<file path="config.mk">
export PLATFORM = sky130hd
export DESIGN_NAME = mmio_arbiter
export DESIGN_NICKNAME = d
export VERILOG_FILES = /design/src/rtl/mmio_pkg.sv /design/src/rtl/mmio_rd_tracker.sv /design/src/rtl/mmio_arbiter.sv
export SDC_FILE = /design/constraint.sdc
export NUM_CORES = 1
export LEC_CHECK = 0
export ABC_AREA = 0
export CAP_MARGIN = 20
export CORE_ASPECT_RATIO = 2
export CORE_MARGIN = 4
export CORE_UTILIZATION = 25
export DETAILED_ROUTE_END_ITERATION = 6
export GPL_TIMING_DRIVEN = 0
export SYNTH_ARGS = -nofsm -noshare
export SYNTH_HDL_FRONTEND = slang
export SYNTH_HIERARCHICAL = 1
export SYNTH_SLANG_ARGS = --single-unit
</file>
<file path="constraint.sdc">
create_clock -name clk -period 2.8 [get_ports clk]
set_clock_uncertainty 0.15 [all_clocks]
set_input_delay 0.42 -clock clk [delete_from_list [all_inputs] [get_ports clk]]
set_output_delay 0.42 -clock clk [all_outputs]
set_load 0.01 [all_outputs]
</file>
<file path="src/rtl/mmio_pkg.sv">
// Shared MMIO arbiter types: default bus widths, owner tag and transaction record.
package mmio_pkg;

  localparam int MMIO_ADDR_W = 30;
  localparam int MMIO_DATA_W = 32;

  typedef enum logic {
    OWN_M0 = 1'b0,
    OWN_M1 = 1'b1
  } owner_e;

  typedef struct packed {
    logic [MMIO_ADDR_W-1:0]   addr;
    logic [MMIO_DATA_W-1:0]   data;
    logic [MMIO_DATA_W/8-1:0] mask;
    logic                     wren;
  } mmio_txn_t;

endpackage

</file>
<file path="src/rtl/mmio_rd_tracker.sv">
// RD_LAT-deep {valid, owner} shift register; entry reaches the tail RD_LAT cycles after push.
// Shifts unconditionally every cycle, so it never applies backpressure.
module mmio_rd_tracker #(
  parameter int RD_LAT = 1
) (
  input  logic clk,
  input  logic rst,
  input  logic push,
  input  logic owner,
  output logic tail_vld,
  output logic tail_owner
);

  logic [RD_LAT-1:0] vld_q, vld_d;
  logic [RD_LAT-1:0] own_q, own_d;

  always_comb begin
    vld_d    = vld_q;
    own_d    = own_q;
    vld_d[0] = push;
    own_d[0] = owner;
    for (int i = 1; i < RD_LAT; i++) begin
      vld_d[i] = vld_q[i-1];
      own_d[i] = own_q[i-1];
    end
  end

  always_ff @(posedge clk or posedge rst) begin
    if (rst) begin
      vld_q <= '0;
      own_q <= '0;
    end else begin
      vld_q <= vld_d;
      own_q <= own_d;
    end
  end

  assign tail_vld   = vld_q[RD_LAT-1];
  assign tail_owner = own_q[RD_LAT-1];

endmodule

</file>
<file path="src/rtl/mmio_arbiter.sv">
// Two-master MMIO arbiter: combinational grant, registered downstream strobe at T+1, read data back at T+1+RD_LAT.
// Never stalls a single requester; MMIO_ARB_RR_EN selects round-robin, otherwise m0 has fixed priority.
module mmio_arbiter
  import mmio_pkg::*;
#(
  parameter int ADDR_W = MMIO_ADDR_W,
  parameter int DATA_W = MMIO_DATA_W,
  parameter int RD_LAT = 1
) (
  input  logic                  clk,
  input  logic                  rst,
  input  logic                  m0_req,
  input  logic [ADDR_W-1:0]     m0_addr,
  input  logic [DATA_W-1:0]     m0_wdata,
  input  logic [DATA_W/8-1:0]   m0_mask,
  input  logic                  m0_wren,
  output logic                  m0_gnt,
  output logic                  m0_rvalid,
  output logic [DATA_W-1:0]     m0_rdata,
  input  logic                  m1_req,
  input  logic [ADDR_W-1:0]     m1_addr,
  input  logic [DATA_W-1:0]     m1_wdata,
  input  logic [DATA_W/8-1:0]   m1_mask,
  input  logic                  m1_wren,
  output logic                  m1_gnt,
  output logic                  m1_rvalid,
  output logic [DATA_W-1:0]     m1_rdata,
  output logic [ADDR_W-1:0]     o_mmio_addr,
  output logic [DATA_W-1:0]     o_mmio_data,
  output logic [DATA_W/8-1:0]   o_mmio_mask,
  output logic                  o_mmio_wren,
  output logic                  o_mmio_rden,
  input  logic [DATA_W-1:0]     i_mmio_data
);

  localparam int MASK_W = DATA_W / 8;

  // Local copy of the transaction record so it follows the module parameters.
  typedef struct packed {
    logic [ADDR_W-1:0] addr;
    logic [DATA_W-1:0] data;
    logic [MASK_W-1:0] mask;
    logic              wren;
  } txn_t;

  txn_t m0_txn, m1_txn;
  txn_t txn_q, txn_d;
  logic rden_q, rden_d;
  logic owner_q, owner_d;
  logic trk_vld, trk_owner;

  assign m0_txn = '{addr: m0_addr, data: m0_wdata, mask: m0_mask, wren: m0_wren};
  assign m1_txn = '{addr: m1_addr, data: m1_wdata, mask: m1_mask, wren: m1_wren};

`ifdef MMIO_ARB_RR_EN
  logic pri_q, pri_d;

  always_comb begin
    m0_gnt = 1'b0;
    m1_gnt = 1'b0;
    if (!rst) begin
      if (m0_req && (!m1_req || pri_q == OWN_M0)) begin
        m0_gnt = 1'b1;
      end else if (m1_req) begin
        m1_gnt = 1'b1;
      end
    end
  end

  // Priority moves to whichever master lost (or did not ask) this cycle.
  always_comb begin
    pri_d = pri_q;
    if (m0_gnt) begin
      pri_d = OWN_M1;
    end else if (m1_gnt) begin
      pri_d = OWN_M0;
    end
  end

  always_ff @(posedge clk or posedge rst) begin
    if (rst) begin
      pri_q <= OWN_M0;
    end else begin
      pri_q <= pri_d;
    end
  end
`else
  always_comb begin
    m0_gnt = 1'b0;
    m1_gnt = 1'b0;
    if (!rst) begin
      if (m0_req) begin
        m0_gnt = 1'b1;
      end else if (m1_req) begin
        m1_gnt = 1'b1;
      end
    end
  end
`endif

  // Address/data/mask hold when idle; only the strobes drop back to zero.
  always_comb begin
    txn_d      = txn_q;
    txn_d.wren = 1'b0;
    rden_d     = 1'b0;
    owner_d    = owner_q;
    if (m0_gnt) begin
      txn_d   = m0_txn;
      rden_d  = ~m0_wren;
      owner_d = OWN_M0;
    end else if (m1_gnt) begin
      txn_d   = m1_txn;
      rden_d  = ~m1_wren;
      owner_d = OWN_M1;
    end
  end

  always_ff @(posedge clk or posedge rst) begin
    if (rst) begin
      txn_q   <= '0;
      rden_q  <= 1'b0;
      owner_q <= OWN_M0;
    end else begin
      txn_q   <= txn_d;
      rden_q  <= rden_d;
      owner_q <= owner_d;
    end
  end

  assign o_mmio_addr = txn_q.addr;
  assign o_mmio_data = txn_q.data;
  assign o_mmio_mask = txn_q.mask;
  assign o_mmio_wren = txn_q.wren;
  assign o_mmio_rden = rden_q;

  // Fed from the registered strobe so the tail lines up with i_mmio_data.
  mmio_rd_tracker #(
    .RD_LAT (RD_LAT)
  ) u_rd_tracker (
    .clk        (clk),
    .rst        (rst),
    .push       (rden_q),
    .owner      (owner_q),
    .tail_vld   (trk_vld),
    .tail_owner (trk_owner)
  );

  assign m0_rvalid = trk_vld && (trk_owner == OWN_M0);
  assign m1_rvalid = trk_vld && (trk_owner == OWN_M1);
  assign m0_rdata  = m0_rvalid ? i_mmio_data : '0;
  assign m1_rdata  = m1_rvalid ? i_mmio_data : '0;

endmodule
</file>
[Yosys cells after proc, flatten, opt, wreduce, memory -nomap -nowiden]
Index checks and enable logic that the tools add are counted.
Word-level totals
  word-level logic and storage cells: 27
  output and inout bits: 136
  flip-flop bits (word level): 71
  bits of input ports: 170
Cells by class
  bitwise gates (word level): 3
  multiplexer cells: 13
  reduce and logical (&&, ||, !) cells: 3
Operators with widths (count)
  67-bit 2-to-1 mux: 2
  32-bit 2-to-1 mux: 2
  1-bit 2-to-1 mux: 9
  1-bit inverter: 3
  1-bit logical AND: 2
  2-bit nonzero test: 1

[Longest topological paths before layout]
Gate-level depths: netlist (run 1).
  depth after elaboration: 5
  gate-level depth with buffers: 6
  depth with buffers taken out: 3

[Modules after synthesis]
Netlist (run 1), hierarchy kept.
By module, submodules not included
  mmio_arbiter: cells an instance 424, times used 1, area each 4067.7 um2, sequential area each 1726.7 um2
  mmio_rd_tracker: cells an instance 3, times used 1, area each 53.8 um2, sequential area each 50.0 um2

[Worst setup path after synthesis (run 1)]
Ideal clock, no wire load.
  kind: input to register
  start: input rst
  end: register owner_q
  slack: 0.109 ns
  stages on the path: 5
  path buffers: 2
  data arrival time: 2.462 ns
  required time: 2.571 ns
  cell sequence: buf_2 buf_2 inv_1 a21oi_1 nor2_1
Between the ends
  cells in the longest elaborated chain, start to end: 2
Ends and longest elaborated chain
  start: declaration: line mmio_arbiter.sv:11  | input logic rst,
  1-bit 2-to-1 mux: line mmio_arbiter.sv:91  | if (!rst) begin
  1-bit 2-to-1 mux / 2-bit nonzero test (equally long branches)
  end signal: assignment: line mmio_arbiter.sv:126  | owner_q <= owner_d;
  end: declaration: line mmio_arbiter.sv:49  | logic owner_q, owner_d;
Several ways; a longest one is shown, not always the timed one.
A chain may end at the register's enable or synchronous reset.

[Final worst setup path (run 1)]
  start: register u_rd_tracker.vld_q, in the netlist u_rd_tracker/tail_vld
  end: output m0_rdata[14]
Between the ends
  cells in the longest elaborated chain, start to end: 2
Ends and longest elaborated chain
  start: declaration: line mmio_rd_tracker.sv:14  | logic [RD_LAT-1:0] vld_q, vld_d;
  start signal: assignment: line mmio_rd_tracker.sv:33  | vld_q <= vld_d;
  1-bit logical AND: line mmio_arbiter.sv:148  | assign m0_rvalid = trk_vld && (trk_owner == OWN_M0);
  32-bit 2-to-1 mux: line mmio_arbiter.sv:150  | assign m0_rdata = m0_rvalid ? i_mmio_data : '0;
  end: declaration: line mmio_arbiter.sv:19  | output logic [DATA_W-1:0] m0_rdata,
No other way between the ends.

==> results by group, run 1 <==
Critical path
  – Required @ worst endpoint: 2230 ps
  – Maximum fanout along the worst path: 10
  – CP max stage delay: 570 ps
  – Path type of the worst setup path: register to primary output
  – Worst R2R Path Depth: 3
  – Worst reg2reg path startpoint: o_mmio_data[3]$_DFFE_PP0P_
  – CP Cell Sequence: nor2b_2, clkbuf_2, and2_1, clkdlybuf4s50_1
  – Crit Reg-Reg Endpoint: o_mmio_data[3]$_DFFE_PP0P_
  – Reg2Reg Setup Slack: 1700 ps
  – CP arrival: 2070 ps
  – Worst Setup End Kind: primary output
  – CP max stage cell: clkdlybuf4s50_1
  – Launching element type of the critical path: register

Clock network
  – H-tree levels: 3
  – Clock transition at path regs: 60 ps
  – Clock Tree Root: clkbuf_16
  – Clock Path Buffers: 2
  – Setup Fix Bufs, Post-CTS: 0
  – Worst skew pair latency: 340 ps
  – TritonCTS Sinks: 71
  – Num CTS Buffers: 9
  – TritonCTS clock tree: done

Pwr
  – Comb pwr share: 31.4%
  – Clock share of power: 32.9%
  – Pwr dens: 457.5 nW/um^2
  – Tot Pwr: 3.545 mW
  – Net Sw Frac: 27.90%
  – Leak Pwr: 3.128 nW
  – Net switching power: 0.9890 mW
  – Worst vdd ir: 0.0002768 V
  – P_int: 2.556 mW
  – Sequential share of power: 35.7%

Die
  – Std-Cell Rows: 66
  – Die area: 18730 um^2
  – I/O pins: 306
  – Initial Util: 25.33%
  – Die H: 189.6 um
  – Die width: 98.79 um
  – Core area: 16270 um^2

Logic synthesis
  – Main flop type after synthesis: dfrtp_1
  – Sequential share of the synthesized area: 43.11%
  – Seq cells post-synth: 71
  – Synth async-reset ratio: 100.0%
  – Cell count after synthesis: 427
  – Syn avg cell area: 9.652 um^2
  – Synth warn: 6
  – Syn nets: 597
  – Post-synth EDFFs: 0
  – Library cells used by synthesis: 26
  – Synthesized cell area: 4121 um^2

Detailed routing
  – WL final: 18.07 mm
  – TritonRoute pass-1 iters: 4
  – Post-detailed-route count of antenna-violating nets: 0
  – 1st-iter DRT viols: 133
  – Post-DR vias/cell: 4.726
  – Per-cell routed wire length: 18.94 um
  – Via Count: 4509
  – DR DRC count: 0

Timing
  – Hold Worst Slack: 88.31 ps
  – Slew Viols, Final: 0
  – Final Cycle Share: 94.22%
  – RSZ-0062 raised after global routing: false
  – Fin worst setup slack: 162.0 ps
  – Final min period: 2638 ps
  – Final setup violation count: 0
  – Setup TNS: 0 ps
  – Peak Freq: 0.3791 GHz
  – Hold Vio Cnt, Final: 0
  – Rel. slew slack: 68.76%
  – Worst Max-Slew Pin Slew: 468.6 ps

Global route
  – Largest net degree at the start of global routing: 37
  – Initial antenna violation count: 3
  – Grt ovf: 0
  – Vias in the first global route: 4920
  – First-pass GRT wire length: 27.52 mm
  – Gr usage total: 18.87%

Placed design
  – Hpwl dp: 14.82 mm
  – Placement Setup Slack: -103.7 ps
  – DP Area: 7442 um^2
  – GP Congestion: 0.8857
  – Placed Cells: 936
  – I/O Buffers: 304

Final layout
  – Layout cells sized above 1: 11.11%
  – Most common cell after layout, fill and taps aside: clkdlybuf4s50_1
  – Layout Area Growth over Synthesis: 88.01%
  – Post-layout util: 47.63%
  – Finished Layout Cells: 954
  – Final Instance Area: 7749 um^2
  – NumNets Final: 913
  – Most frequent cells in the layout: 302 x clkdlybuf4s50_1, 72 x nor2_1, 71 x dfrtp_1
  – Fill cells: 1541

Worst hold path
  – Worst Hold Class: primary input to asynchronous set/reset pin

Run
  – MaxCap Viol Count: 0

Status
  – Run status: finished, final reports clean
-- power by group through the flow --
stage / Combinational (mW) / Sequential (mW) / Clock (mW)
finish: 1.11 / 1.27 / 1.17
global route: 1.19 / 1.29 / 1.25
CTS: 1.13 / 1.26 / 1.20
detailed placement: 1.13 / 1.28 / 0
global placement: 1.11 / 1.27 / 0
floorplan: 0.352 / 1.33 / 0
-- critical path, delay by kind of cell (launching register included) --
| kind | cells | cell delay (ps) |
|---|---|---|
| and+or+nand+nor | 2 | 480 |
| buffers and inverters | 2 | 810 |
| DFF | 1 | 440 |
-- sequential cells by signal, summed over array words and instances (netlist names) --
| register | cells |
|---|---|
| o_mmio_data | 32 |
| o_mmio_addr | 30 |
| o_mmio_mask | 4 |
| o_mmio_rden | 1 |
| o_mmio_wren | 1 |
| owner_q | 1 |
| u_rd_tracker/tail_owner | 1 |
| u_rd_tracker/tail_vld | 1 |
-- layer usage --
| layer | wire, um | vias up | track usage [%] |
|---|---|---|---|
| met2 | 9811 | 204 | 34.95 |
| met4 | 624 | 0 | 8.417 |
| met5 | 0 | - | 0 |
| met3 | 1275 | 35 | 4.954 |
| met1 | 6356 | 2120 | 19.46 |
| li1 | - | 2150 | - |
-- cell type report --
cell class,instances,area (um^2),share of cell area (%)
timing repair buffer,305,3060,39.50
buffer,41,252.7,3.262
clock buffer,11,252.7,3.262
antenna,3,7.507,0.09688
multi-input combinational,311,2078,26.82
tap,204,255.2,3.294
inverter,4,20.02,0.2584
sequential,71,1777,22.93
clock inverter,4,45.04,0.5813
-- logic make-up (layout without fill, tap and decap cells) --
group,count (synthesis),in the layout,synth area share (%)
AOI/OAI and AO/OA,102,102,24.95
and+or+nand+nor,209,209,25.41
DFF,71,71,43.11
other,0,3,0
buffers and inverters,45,365,6.527
-- Yosys cell counts (4+ instances only) --
cell      number  share of area (%)
o32ai_2       30                 12
buf_2         15                1.8
clkbuf_1      11                1.0
and3_1        32                4.9
nor2_1        72                6.6
dfrtp_1       71                 43
and2_1        33                5.0
buf_4          4               0.73
o21ai_1        4               0.49
o21ai_0       28                3.4
nand2_1       33                3.0
buf_6          8                2.2
a221o_1       32                7.8
o32ai_1        4               0.85
nand2b_1      33                5.0
-- worst max-delay path by stage --
stage | slack (ps) | to | cells past startpoint | startpoint
finish | 160 | m0_rdata[14] | 4 | u_rd_tracker/tail_vld$_DFF_PP0_
global route | 60 | m0_rdata[9] | 4 | u_rd_tracker/tail_vld$_DFF_PP0_
CTS | 40 | m0_rdata[14] | 4 | u_rd_tracker/tail_vld$_DFF_PP0_
detailed placement | -100 | m1_gnt | 5 | rst
global placement | -1630 | o_mmio_addr[7]$_DFFE_PP0P_ | 4 | rst
floorplan | 110 | owner_q$_DFFE_PP0P_ | 5 | rst
-- what timing repair did --
item | 4_1_cts | 5_1_grt
resized for setup | 3 | 1
hold buffers | 0 | 0
setup endpoints to repair | 5 | 13
(Power assumes the default switching activity.)
==> inputs of run 2 (changes only) <==
--- a/config.mk
+++ b/config.mk
@@ -12,6 +12,7 @@
 export CORE_UTILIZATION = 25
 export DETAILED_ROUTE_END_ITERATION = 6
 export GPL_TIMING_DRIVEN = 0
+export PLACE_DENSITY = 0.61
 export SYNTH_ARGS = -nofsm -noshare
 export SYNTH_HDL_FRONTEND = slang
 export SYNTH_HIERARCHICAL = 1
==> run 2 against run 1 <==
Sequential power about the same. Fmax up 0.54%. Critical path depth up 1. First-iteration DRC count down 20%. Largest cell class unchanged. Highest routed layer unchanged.
==> results by group, run 2 (synthesis results as in run 1) <==
Detailed routing
  – 1st-iter DRT viols: 106 (-20%)
  – TritonRoute pass-1 iters: 4 (unchanged)
  – Via Count: 4535 (+0.58%)
  – Post-detailed-route count of antenna-violating nets: 0 (unchanged)
  – WL final: 17.96 mm (-0.60%)
  – DR DRC count: 0 (unchanged)
  – Post-DR vias/cell: 4.764 (+0.79%)
  – Per-cell routed wire length: 18.87 um (-0.39%)

Critical path
  – Reg2Reg Setup Slack: 1690 ps (about the same)
  – Required @ worst endpoint: 2230 ps (about the same)
  – Maximum fanout along the worst path: 10 (unchanged)
  – Worst reg2reg path startpoint: o_mmio_data[8]$_DFFE_PP0P_
  – CP max stage cell: clkdlybuf4s50_1
  – CP arrival: 2050 ps (-20 ps)
  – CP Cell Sequence: clkdlybuf4s50_1, inv_2, buf_2, nor3_1, dlygate4sd2_1
  – Path type of the worst setup path: primary input to primary output
  – CP max stage delay: 690 ps (+120 ps)
  – Worst Setup End Kind: primary output
  – Crit Reg-Reg Endpoint: o_mmio_data[8]$_DFFE_PP0P_
  – Launching element type of the critical path: primary input
  – Worst R2R Path Depth: 3 (unchanged)
  – Crit path from: m1_req

Die
  – Die area: 18730 um^2 (unchanged)
  – I/O pins: 306 (unchanged)
  – Die H: 189.6 um (unchanged)
  – Initial Util: 25.33% (unchanged)
  – Std-Cell Rows: 66 (unchanged)
  – Core area: 16270 um^2 (unchanged)
  – Die width: 98.79 um (unchanged)

Timing
  – Hold Vio Cnt, Final: 0 (unchanged)
  – Final setup violation count: 0 (unchanged)
  – Setup TNS: 0 ps (unchanged)
  – Worst Max-Slew Pin Slew: 892.7 ps (+424.1 ps)
  – Slew Viols, Final: 0 (unchanged)
  – Peak Freq: 0.3811 GHz (+0.54%)
  – Hold Worst Slack: 83.81 ps (-4.509 ps)
  – RSZ-0062 raised after global routing: false
  – Final Cycle Share: 93.71% (-0.50 points)
  – Final min period: 2624 ps (-14.08 ps)
  – Rel. slew slack: 40.49% (-28 points)

Clock network
  – H-tree levels: 3 (unchanged)
  – Clock Tree Root: clkbuf_16
  – TritonCTS clock tree: done
  – TritonCTS Sinks: 71 (unchanged)
  – Num CTS Buffers: 9 (unchanged)
  – Worst skew pair latency: 320 ps (-20 ps)
  – Setup Fix Bufs, Post-CTS: 0 (unchanged)
  – Clock Path Buffers: 2 (unchanged)
  – # hold bufs at CTS: 0 (unchanged)
  – Clock transition at path regs: 50 ps (about the same)

Final layout
  – Fill cells: 1581 (+2.6%)
  – Most frequent cells in the layout: 302 x clkdlybuf4s50_1, 72 x nor2_1, 71 x dfrtp_1
  – Most common cell after layout, fill and taps aside: clkdlybuf4s50_1
  – NumNets Final: 912 (-0.11%)
  – Layout cells sized above 1: 10.98% (-0.13 points)
  – Largest register FFs: 32 (unchanged)
  – Layout Area Growth over Synthesis: 88.46%

Status
  – Run status: finished, final reports clean

Pwr
  – Tot Pwr: 3.667 mW (+3.5%)
  – Worst vdd ir: 0.0003116 V (+13%)
  – Leak Pwr: 3.132 nW (+0.12%)
  – Pwr dens: 472.1 nW/um^2 (+3.2%)

Global route
  – Vias in the first global route: 4967 (+0.96%)
  – Initial antenna violation count: 1 (-2)
  – First-pass GRT wire length: 27.62 mm (+0.37%)
  – Gr usage total: 18.74% (-0.13 points)
  – Largest net degree at the start of global routing: 71 (+92%)
  – Grt ovf: 0 (unchanged)

Placed design
  – GP Congestion: 0.9040 (+2.1%)
  – Hpwl dp: 14.81 mm (-0.10%)
  – I/O Buffers: 304 (unchanged)

Run
  – MaxCap Viol Count: 0 (unchanged)

Worst hold path
  – Worst Hold Class: primary input to asynchronous set/reset pin
## run 2: cell count changes in the layout (fill, tap and decap cells not counted), sizes merged
cell	before	now
clkinv	3	1
diode	3	1
buf	28	27
bufinv	1	2
clkbuf	25	26
clkinvlp	0	1
## run 2: cell type report
class	count	area [um^2]	share of cell area, %
multi-input cells	311	2078	26.76
repair buffers	304	3040	39.14
clock inverters	4	76.32	0.9826
plain buffers	41	251.5	3.238
well taps	204	255.2	3.286
clock buffers	12	266.5	3.431
inverters	4	20.02	0.2577
diodes	1	2.502	0.03222
flip-flops and latches	71	1777	22.87
## run 2: what timing repair did
| item | in CTS | in global routing |
|---|---|---|
| resized for setup | 2 | 1 |
| cloned | 0 | 0 |
| setup endpoints to repair | 2 | 21 |
## run 2: where the power goes
group	internal, mW	switching [mW]	total, mW
clock network	0.855	0.436	1.29
logic	0.659	0.451	1.11
registers	1.17	0.102	1.27
total	2.68	0.988	3.67
## run 2: worst max-delay path: cells and delay by family
family / cells / cell delay, ps
buf+inv: 4 / 1470
simple gates: 1 / 150
## run 2: stage by stage
stage,cells,util (%),worst slack [ps],cell area (um^2)
6_report,952,47.75,176.1,7767
5_1_grt,952,47.75,13.50,7767
3_3_place_gp,935,45.61,-1551,7420
2_1_floorplan,427,-,108.6,4121
3_5_place_dp,935,45.62,-143.6,7422
4_1_cts,951,47.72,63.98,7762
## run 2: worst max path at each step
stage | to | slack, ps | depth (start not counted)
after CTS | m0_rdata[10] | 60 | 4
final | m1_gnt | 180 | 5
after global placement | o_mmio_data[10]$_DFFE_PP0P_ | -1550 | 4
after global routing | m0_rdata[6] | 10 | 4
after floorplan | owner_q$_DFFE_PP0P_ | 110 | 5
after detailed placement | m1_gnt | -140 | 5
## run 2: routing by layer
layer | GRT usage, % | wire (um) | vias to the layer above
met5 | 0 | 0 | -
met4 | 8.048 | 732 | 0
met3 | 4.550 | 1221 | 42
met2 | 36.14 | 9916 | 242
met1 | 18.41 | 6089 | 2098
li1 | - | - | 2153
==> inputs of run 3 (changes only) <==
--- a/config.mk
+++ b/config.mk
@@ -5,14 +5,15 @@
 export SDC_FILE = /design/constraint.sdc
 export NUM_CORES = 1
 export LEC_CHECK = 0
-export ABC_AREA = 0
+export ABC_AREA = 1
 export CAP_MARGIN = 20
 export CORE_ASPECT_RATIO = 2
 export CORE_MARGIN = 4
 export CORE_UTILIZATION = 25
+export CTS_BUF_LIST = sky130_fd_sc_hd__clkbuf_16
 export DETAILED_ROUTE_END_ITERATION = 6
 export GPL_TIMING_DRIVEN = 0
-export PLACE_DENSITY = 0.61
+export PLACE_DENSITY = 0.64
 export SYNTH_ARGS = -nofsm -noshare
 export SYNTH_HDL_FRONTEND = slang
 export SYNTH_HIERARCHICAL = 1
==> run 3 against run 2 <==
Utilization grew 1.8 points. Worst hold slack gained 110 ps. Combinational power shrank 9.9%. Count of clock-buffer cells in the layout shrank 3. Largest cell class unchanged. Final area shrank 4.9%. Register-to-register slack gained 270 ps. Non-clock buffer count grew 9. Worst setup slack lost 26 ps. Die area shrank 7.2%.
==> results by group, run 3 <==
Final layout
  – Diode count: 0 (-1)
  – Layout Area Growth over Synthesis: 94.21%
  – Post-layout util: 49.58% (+1.8 points)
  – Layout cells sized above 1: 6.098% (-4.9 points)
  – Most frequent cells in the layout: 304 x clkdlybuf4s50_1, 133 x nand3_1, 71 x dfrtp_1
  – Most common cell after layout, fill and taps aside: clkdlybuf4s50_1
  – Fill cells: 1398 (-12%)
  – Largest register FFs: 32 (unchanged)
  – NumNets Final: 986 (+8.1%)

Critical path
  – Maximum fanout along the worst path: 10 (unchanged)
  – Worst Setup End Kind: primary output
  – Crit path from: rst
  – Launching element type of the critical path: primary input
  – Worst reg2reg path startpoint: o_mmio_mask[0]$_DFFE_PP0P_
  – Reg2Reg Setup Slack: 1960 ps (+270 ps)
  – Required @ worst endpoint: 2230 ps (about the same)
  – Path type of the worst setup path: primary input to primary output
  – CP arrival: 2080 ps (+30 ps)

Global route
  – Busiest layer in global routing: met2
  – M1 GR Usage: 19.06% (+0.64 points)
  – Met2 Use GR: 39.93% (+3.8 points)
  – Grt ovf: 0 (unchanged)
  – Gr usage total: 20.40% (+1.7 points)
  – First-pass GRT wire length: 26.57 mm (-3.8%)
  – Vias in the first global route: 4808 (-3.2%)
  – Initial antenna violation count: 0 (-1)
  – Met3 usage: 4.785% (+0.24 points)
  – Largest net degree at the start of global routing: 41 (-42%)

Status
  – Run status: finished, final reports clean

Timing
  – RSZ-0062 raised after global routing: false
  – Hold Vio Cnt, Final: 0 (unchanged)
  – Slew Viols, Final: 0 (unchanged)
  – Final min period: 2650 ps (+25.72 ps)
  – Rel. slew slack: 61.91% (+21 points)
  – Hold Worst Slack: 190.9 ps (+107.0 ps)
  – Final Cycle Share: 94.63% (+0.92 points)
  – Final setup violation count: 0 (unchanged)
  – Peak Freq: 0.3774 GHz (-0.97%)
  – Worst Max-Slew Pin Slew: 571.4 ps (-321.3 ps)

Logic synthesis
  – Cell with the most instances after synthesis: nand3_1
  – Synth top area share: 46.71% (+3.6 points)
  – Commonest cells post-synth: 133 x nand3_1, 71 x dfrtp_1, 70 x nand2_1
  – Syn nets: 671 (+12%)
  – Cell count after synthesis: 501 (+17%)
  – Post-synth EDFFs: 0 (unchanged)
  – Seq cells post-synth: 71 (unchanged)
  – Main flop type after synthesis: dfrtp_1
  – Synth warn: 6 (unchanged)
  – Synthesized cell area: 3804 um^2 (-7.7%)
  – Synth async-reset ratio: 100.0% (unchanged)
  – Library cells used by synthesis: 16 (-38%)
  – Synth top area cells: dfrtp_1 47%, nand3_1 18%, nand4_1 11%, nand2_1 6.9%, nor2_1 6.3%
  – Sequential share of the synthesized area: 46.71% (+3.6 points)
  – Syn avg cell area: 7.592 um^2 (-21%)
  – Cell taking the most area after synthesis: dfrtp_1

Placed design
  – GP Congestion: 0.8195 (-9.3%)
  – I/O Buffers: 304 (unchanged)
  – Hpwl dp: 14.67 mm (-0.93%)

Detailed routing
  – Post-DR vias/cell: 4.737 (-0.56%)
  – Via Count: 4808 (+6.0%)
  – DR DRC count: 0 (unchanged)
  – Per-cell routed wire length: 18.02 um (-4.5%)
  – TritonRoute pass-1 iters: 4 (unchanged)
  – 1st-iter DRT viols: 141 (+33%)
  – Post-detailed-route count of antenna-violating nets: 0 (unchanged)
  – WL final: 18.29 mm (+1.8%)

Clock network
  – Clock transition at path regs: 50 ps (about the same)
  – # hold bufs at CTS: 0 (unchanged)
  – Clock Tree Root: clkbuf_16
  – Num CTS Buffers: 9 (unchanged)
  – H-tree levels: 3 (unchanged)
  – Worst skew pair latency: 320 ps (about the same)
  – TritonCTS Sinks: 71 (unchanged)
  – Clock Path Buffers: 2 (unchanged)
  – TritonCTS clock tree: done

Pwr
  – Worst vdd ir: 0.0003066 V (-1.6%)
  – Pwr dens: 450.3 nW/um^2 (-4.6%)
  – Leak Pwr: 3.253 nW (+3.9%)

Die
  – Die H: 182.4 um (-3.8%)
  – Core area: 14900 um^2 (-8.4%)
  – Die area: 17370 um^2 (-7.2%)
  – I/O pins: 306 (unchanged)
  – Std-Cell Rows: 63 (-4.5%)
  – Initial Util: 25.53% (+0.20 points)
  – Die width: 95.22 um (-3.6%)

Worst hold path
  – Worst Hold Class: primary input to asynchronous set/reset pin

Run
  – MaxCap Viol Count: 0 (unchanged)
run 3: cell families (layout without fill, tap and decap cells):
group	Yosys count	after routing	synth area share (%)
simple gates	337	337	42.24
compound gates	2	2	0.2629
flops	71	71	46.71
buf+inv	91	410	10.79
run 3: final cells by class:
class	instances	area (um^2)	area share [%]
multi-input combinational	339	1617	21.88
inverter	41	153.9	2.083
clock buffer	9	225.2	3.049
clock inverter	6	53.80	0.7283
timing repair buffer	305	3063	41.46
tap	195	244.0	3.303
buffer	49	254.0	3.438
sequential	71	1777	24.05
run 3: metal layers:
layer  part of all wire (%)  vias to the layer above
met3                    8.9                       32
met2                     56                      257
li1                       -                     2322
met1                     32                     2197
met4                    3.4                        0
met5                      0                        -
run 3: through the flow:
stage	power, mW	cells	setup slack, ps	cell area, um^2	setup TNS (ps)
global route	3.492	1015	47.07	7387	0
floorplan	1.576	501	778.8	3804	0
CTS	3.375	1016	39.02	7392	0
global placement	2.239	1000	-324.8	7091	-12550
detailed placement	2.253	1001	53.81	7113	0
finish	3.326	1015	150.3	7387	0
run 3: report_power, final:
group	leakage [nW]	switching [mW]	internal [mW]	total, mW
combinational	2.23	0.431	0.570	1.00
clock	0.138	0.430	0.674	1.10
sequential	0.889	0.0699	1.15	1.22
run 3: final timing paths:
kind                                                      to  cells after the start
min in group clk           u_rd_tracker/tail_owner$_DFF_PP0_                      0
max in group asynchronous        o_mmio_data[20]$_DFFE_PP0P_                      4
setup reg to reg                  o_mmio_mask[0]$_DFFE_PP0P_                      2
hold reg to reg            u_rd_tracker/tail_owner$_DFF_PP0_                      0
setup / recovery                                      m1_gnt                      6
hold / removal               u_rd_tracker/tail_vld$_DFF_PP0_                      2
run 3: repair_timing:
action,CTS,global route
endpoints found under the setup margin,0,1
gates resized for setup,0,0
buffers inserted,0,0
run 3: worst max-delay path, cell delays in order:
cell             delay (ps)
clkdlybuf4s50_1         460
inv_2                   150
buf_4                   210
nand3_1                 140
inv_1                   140
clkdlybuf4s50_1         560
